File: config.mk
export PLATFORM = sky130hd
export DESIGN_NAME = button_conditioner_flat
export DESIGN_NICKNAME = d
export VERILOG_FILES = /design/src/rtl/button_conditioner_if.sv /design/src/rtl/button_conditioner.sv /design/src/flat_wrapper.sv
export SDC_FILE = /design/constraint.sdc
export NUM_CORES = 1
export LEC_CHECK = 0
export ABC_CLOCK_PERIOD_IN_PS = 5790
export BUFFER_PORTS_ARGS = -buffer_cell sky130_fd_sc_hd__buf_2
export CAP_MARGIN = 20
export CORE_UTILIZATION = 23
export CTS_CLUSTER_SIZE = 12
export DETAILED_ROUTE_END_ITERATION = 8
export GPL_TIMING_DRIVEN = 0
export PLACE_DENSITY = 0.47
export SLEW_MARGIN = 10
export SYNTH_ARGS = -nofsm -noshare
export SYNTH_HDL_FRONTEND = slang
export SYNTH_SLANG_ARGS = --single-unit
File: constraint.sdc
create_clock -name clk -period 5.79 [get_ports clk]
set_clock_uncertainty 0.05 [all_clocks]
set_input_delay 0.2895 -clock clk [delete_from_list [all_inputs] [get_ports clk]]
set_output_delay 0.2895 -clock clk [all_outputs]
set_load 0.05 [all_outputs]
File: src/rtl/button_conditioner_if.sv
// Raw button inputs and conditioned press-event outputs for one stopwatch keypad.
// The master side drives the raw buttons. The slave side is the conditioner.
interface button_conditioner_if;
  logic       btn_start_raw;
  logic       btn_stop_raw;
  logic       btn_reset_raw;
  logic       start_pulse;
  logic       stop_pulse;
  logic       reset_pulse;
  logic [2:0] btn_level;
  logic       collision;

  modport master (
    output btn_start_raw, btn_stop_raw, btn_reset_raw,
    input  start_pulse, stop_pulse, reset_pulse, btn_level, collision
  );

  modport slave (
    input  btn_start_raw, btn_stop_raw, btn_reset_raw,
    output start_pulse, stop_pulse, reset_pulse, btn_level, collision
  );
endinterface

File: src/rtl/button_conditioner.sv
// Three-channel button conditioner: synchronize, debounce and edge-detect each button.
// Coincident presses are arbitrated so that reset beats stop, and stop beats start.
module button_conditioner #(
    parameter int unsigned DB_CYCLES = 500000,
    parameter int unsigned CNT_W     = 19
) (
    input  logic                 clk,
    input  logic                 rst_n,
    button_conditioner_if.slave  bus
);

    localparam logic [CNT_W-1:0] CNT_MAX = CNT_W'(DB_CYCLES - 1);
    localparam logic [CNT_W-1:0] CNT_ONE = CNT_W'(1);

    logic [2:0] w_raw;
    logic [2:0] w_stable;
    logic [2:0] w_rise;
    logic [2:0] r_stable_d;
    logic       r_start_pulse;
    logic       r_stop_pulse;
    logic       r_reset_pulse;
    logic       r_collision;

    assign w_raw = {bus.btn_reset_raw, bus.btn_stop_raw, bus.btn_start_raw};

    for (genvar ch = 0; ch < 3; ch++) begin : g_chan
        logic             r_sync1;
        logic             r_sync2;
        logic             r_stable;
        logic [CNT_W-1:0] r_cnt;

        always_ff @(posedge clk or negedge rst_n) begin
            if (!rst_n) begin
                r_sync1  <= 1'b0;
                r_sync2  <= 1'b0;
                r_stable <= 1'b0;
                r_cnt    <= '0;
            end else begin
                r_sync1 <= w_raw[ch];
                r_sync2 <= r_sync1;
                // Any sample matching the stable level restarts the window.
                if (r_sync2 == r_stable) begin
                    r_cnt <= '0;
                end else if (r_cnt == CNT_MAX) begin
                    r_stable <= ~r_stable;
                    r_cnt    <= '0;
                end else begin
                    r_cnt <= r_cnt + CNT_ONE;
                end
            end
        end

        assign w_stable[ch] = r_stable;
    end

    assign w_rise = w_stable & ~r_stable_d;

    always_ff @(posedge clk or negedge rst_n) begin
        if (!rst_n) begin
            r_stable_d    <= '0;
            r_start_pulse <= 1'b0;
            r_stop_pulse  <= 1'b0;
            r_reset_pulse <= 1'b0;
            r_collision   <= 1'b0;
        end else begin
            r_stable_d    <= w_stable;
            r_reset_pulse <= w_rise[2];
            r_stop_pulse  <= w_rise[1] & ~w_rise[2];
            r_start_pulse <= w_rise[0] & ~(|w_rise[2:1]);
            r_collision   <= (w_rise[0] & w_rise[1]) |
                             (w_rise[0] & w_rise[2]) |
                             (w_rise[1] & w_rise[2]);
        end
    end

    assign bus.start_pulse = r_start_pulse;
    assign bus.stop_pulse  = r_stop_pulse;
    assign bus.reset_pulse = r_reset_pulse;
    assign bus.collision   = r_collision;
    assign bus.btn_level   = w_stable;

endmodule

File: src/flat_wrapper.sv
// flat-port wrapper written by rule: the top's interface ports become plain ports
module button_conditioner_flat 
#(
    parameter int unsigned DB_CYCLES = 500000,
    parameter int unsigned CNT_W     = 19
)
  (clk, rst_n, bus_btn_start_raw, bus_btn_stop_raw, bus_btn_reset_raw, bus_start_pulse, bus_stop_pulse, bus_reset_pulse, bus_btn_level, bus_collision);
  button_conditioner_if bus_i ();
  input  logic clk;
  input  logic rst_n;
  input wire logic [$bits(bus_i.btn_start_raw)-1:0] bus_btn_start_raw;
  input wire logic [$bits(bus_i.btn_stop_raw)-1:0] bus_btn_stop_raw;
  input wire logic [$bits(bus_i.btn_reset_raw)-1:0] bus_btn_reset_raw;
  output wire logic [$bits(bus_i.start_pulse)-1:0] bus_start_pulse;
  output wire logic [$bits(bus_i.stop_pulse)-1:0] bus_stop_pulse;
  output wire logic [$bits(bus_i.reset_pulse)-1:0] bus_reset_pulse;
  output wire logic [$bits(bus_i.btn_level)-1:0] bus_btn_level;
  output wire logic [$bits(bus_i.collision)-1:0] bus_collision;
  assign bus_i.btn_start_raw = bus_btn_start_raw;
  assign bus_i.btn_stop_raw = bus_btn_stop_raw;
  assign bus_i.btn_reset_raw = bus_btn_reset_raw;
  assign bus_start_pulse = bus_i.start_pulse;
  assign bus_stop_pulse = bus_i.stop_pulse;
  assign bus_reset_pulse = bus_i.reset_pulse;
  assign bus_btn_level = bus_i.btn_level;
  assign bus_collision = bus_i.collision;
  button_conditioner #(.DB_CYCLES(DB_CYCLES), .CNT_W(CNT_W)) u_core (.clk(clk), .rst_n(rst_n), .bus(bus_i));
endmodule
==> flow_metrics.tcl <==
set metrics [dict create \
    rsz0062_at_grt "false" \
    grt_max_degree 47 \
    cts-resized-gates 0 \
    setup_tns_ns 0 \
    ys_top_cells_by_area "dfrtp_1 (53%), xnor2_1 (6.1%), nor2_1 (5.7%)" \
    ant_nets 0 \
    crit_required_ns 5.93 \
    synth_fp_nets 338 \
    crit_chain "ha_1, nand4_1, o31ai_2, clkbuf_1, nor2_1" \
    drt_iter0_drc 185 \
    top_usage_layer "met2" \
    grt_pass1_wl_um 11120 \
    yosysUniqueCellTypes 40 \
    grt.total_usage_pct 9.270 \
    routed_wl_um 6342 \
    core_area_mm2 0.01453 \
    synthMuxAreaShare_pct 0.9872 \
    synth_fa_ha_area_share_pct 1.389 \
    cts_max_level 3 \
    cp-start-kind "register" \
    crit_path_top_delay_cell "o31ai_2" \
    whs_path_depth 1 \
    synth_top_family_by_area "simple AND/OR/NAND/NOR gates" \
    synth.top_cell.area_share_pct 53.38 \
    synth_area_per_cell_um2 10.37 \
    cts_setup_buffers 0 \
    cp_num_buf_inv 1 \
    numCtsBuffers 9 \
    ir_drop_uv 131.0 \
    synth.most_common_cell "dfrtp_1" \
    clk_latency_ns 0.33 \
    drive_gt1_share_pct 13.09 \
    synth_xor_xnor_area_share_pct 10.49 \
    use_met2_pct 14.93 \
    cp_top_family "compound AO/OA/AOI/OAI gates" \
    ys_seq_area_share_pct 53.38 \
    synthSimpleGateAreaFrac_pct 24.97 \
    viasPerCell 4.418 \
    cap_viol_max_count 0 \
    finalCritPeriodShare_pct 41.46 \
    fin_total_pwr_mw 1.120 \
    grt_pass1_vias 2362 \
    nets 362 \
    p_comb_share_pct 3.1 \
    relSlewSlack_pct 54.76 \
    critPathArrivalTime_ns 2.54 \
    netlist_instances 330 \
    synth_flop_cell "dfrtp_1" \
    switchingPower_mw 0.2427 \
    wl_per_cell_um 11.68 \
    p_int_mw 0.8774 \
    ys_async_sr_fraction_pct 100.0 \
    path_max_fanout 10 \
    global_route.usage.met3_pct 2.427 \
    finalWorstSetupSlack_ns 3.389 \
    clk_pin_slew_ns 0.06 \
    ios 12 \
    worstMarginPinSlew_ns 0.6746 \
    hold_class "in2reg" \
    start_util_pct 23.55 \
    gp_congestion 0.8102 \
    place_hpwl_um 4485 \
    syn_area_mm2 0.003422 \
    fin_crit_ns 2.401 \
    fin_hold_ws_ns 0.01700 \
    leakage_nw 1.650 \
    synth_edf_count 0 \
    num_vias 2399 \
    antenna_found_initial 0 \
    cts.path.max_buffers 2 \
    use_met1_pct 11.85 \
    setup-violations-final 0 \
    cts_tree "yes" \
    synth.largest_area_cell "dfrtp_1" \
    drtPass1Iterations 4 \
    grt-ovfl-total 0 \
    clock_sink_count 73 \
    slowest_delay_ns 0.71 \
    run_status "complete, no violations" \
    maxSlewViolCount 0 \
    hold_viol 0 \
    area_growth_pct 18.46 \
    ys_warn_count 0 \
    reg2reg_depth 5 \
    ys_ff_latch 73 \
    synth_compound_area_share_pct 5.814 \
    fill_cells 1554 \
    yosys-top-cells-count "dfrtp_1 (73), nor2_1 (52), xnor2_1 (24)" \
    cp_num_cells 5 \
    power_density_mw_per_mm2 276.3 \
    path_class "reg2reg" \
    p_seq_share_pct 46.7 \
    die_w_um 124.0 \
    holdBufCountCts 1 \
    dpl_worst_slack_ns 3.334 \
    max_freq_mhz 416.6 \
    num_rows 44 \
    die_h_um 124.0 \
    drc 0 \
    dieArea_mm2 0.01537 \
    cts_root_buf "clkbuf_16" \
    sw_frac_of_total_pct 21.67 \
    portBuffers 11 \
    pwr-share-clk_pct 50.2 \
    diodes 0 \
    cp-end-kind "register" \
]
-- layer usage --
layer / share of wire [%] / wire length (µm)
met1: 49 / 3119
met2: 47 / 2996
met3: 2.1 / 136
met4: 1.4 / 89
met5: 0 / 0
-- sequential cells by signal, summed over array words and instances, names as in the netlist --
register / cells
u_core.bus.stop_pulse: 1
u_core.bus.reset_pulse: 1
u_core.g_chan.r_sync1: 3
u_core.g_chan.r_stable: 3
u_core.g_chan.r_sync2: 3
u_core.g_chan.r_cnt: 57
u_core.bus.start_pulse: 1
u_core.bus.collision: 1
u_core.r_stable_d: 3
-- power by group through the flow --
stage / Sequential (mW) / Clock (mW) / Combinational, mW
final: 0.523 / 0.562 / 0.0347
after global routing: 0.524 / 0.607 / 0.0410
after CTS: 0.523 / 0.582 / 0.0369
after detailed placement: 0.533 / 0 / 0.0363
after global placement: 0.532 / 0 / 0.0333
after floorplan: 0.531 / 0 / 0.0172
-- layout by cell type (no fill, tap or decap), drive strengths merged, types with 8 or more instances in the layout --
cell type / instances
xnor2: 24
inv: 10
dfrtp: 73
xor2: 17
nand2: 17
o21ai: 8
nor2: 52
nand3: 16
buf: 18
a21oi: 13
clkbuf: 15
nor3: 9
nand4: 22
-- through the flow --
| stage | area, µm² | utilization [%] | std cells |
|---|---|---|---|
| final | 4054 | 27.89 | 543 |
| after global placement | 3707 | 25.51 | 525 |
| after global routing | 4054 | 27.89 | 543 |
| after CTS | 4054 | 27.89 | 543 |
| after detailed placement | 3737 | 25.71 | 526 |
| after floorplan | 3422 | - | 330 |
-- cell type report --
type	instances	area (µm²)	share of cell area (%)
inverter	9	33.78	0.8333
clock buffer	11	242.7	5.988
tap	184	230.2	5.679
sequential	73	1827	45.06
multi-input combinational	238	1494	36.85
clock inverter	5	63.81	1.574
timing repair buffer	13	95.09	2.346
buffer	10	67.56	1.667
-- final timing paths --
kind | startpoint | to | slack [ns]
max | u_core.g_chan[0].r_cnt[0] | u_core.g_chan[0].r_cnt[14] | 3.39
min reg2reg | u_core.g_chan[2].r_sync1 | u_core.g_chan[2].r_sync2 | 0.30
max reg2reg | u_core.g_chan[0].r_cnt[0] | u_core.g_chan[0].r_cnt[14] | 3.39
max in group asynchronous | rst_n | u_core.g_chan[0].r_cnt[10] | 4.78
min | bus_btn_stop_raw | u_core.g_chan[1].r_sync1 | 0.02
min in group asynchronous | rst_n | u_core.g_chan[2].r_cnt[5] | 0.37
-- logic make-up after synthesis --
group           count (synthesis)
simple gates                  161
flops                          73
xor+xnor                       41
compound gates                 29
buf+inv                        19
fa+ha+maj                       4
mux                             3
Power figures use the tool's default switching activity.
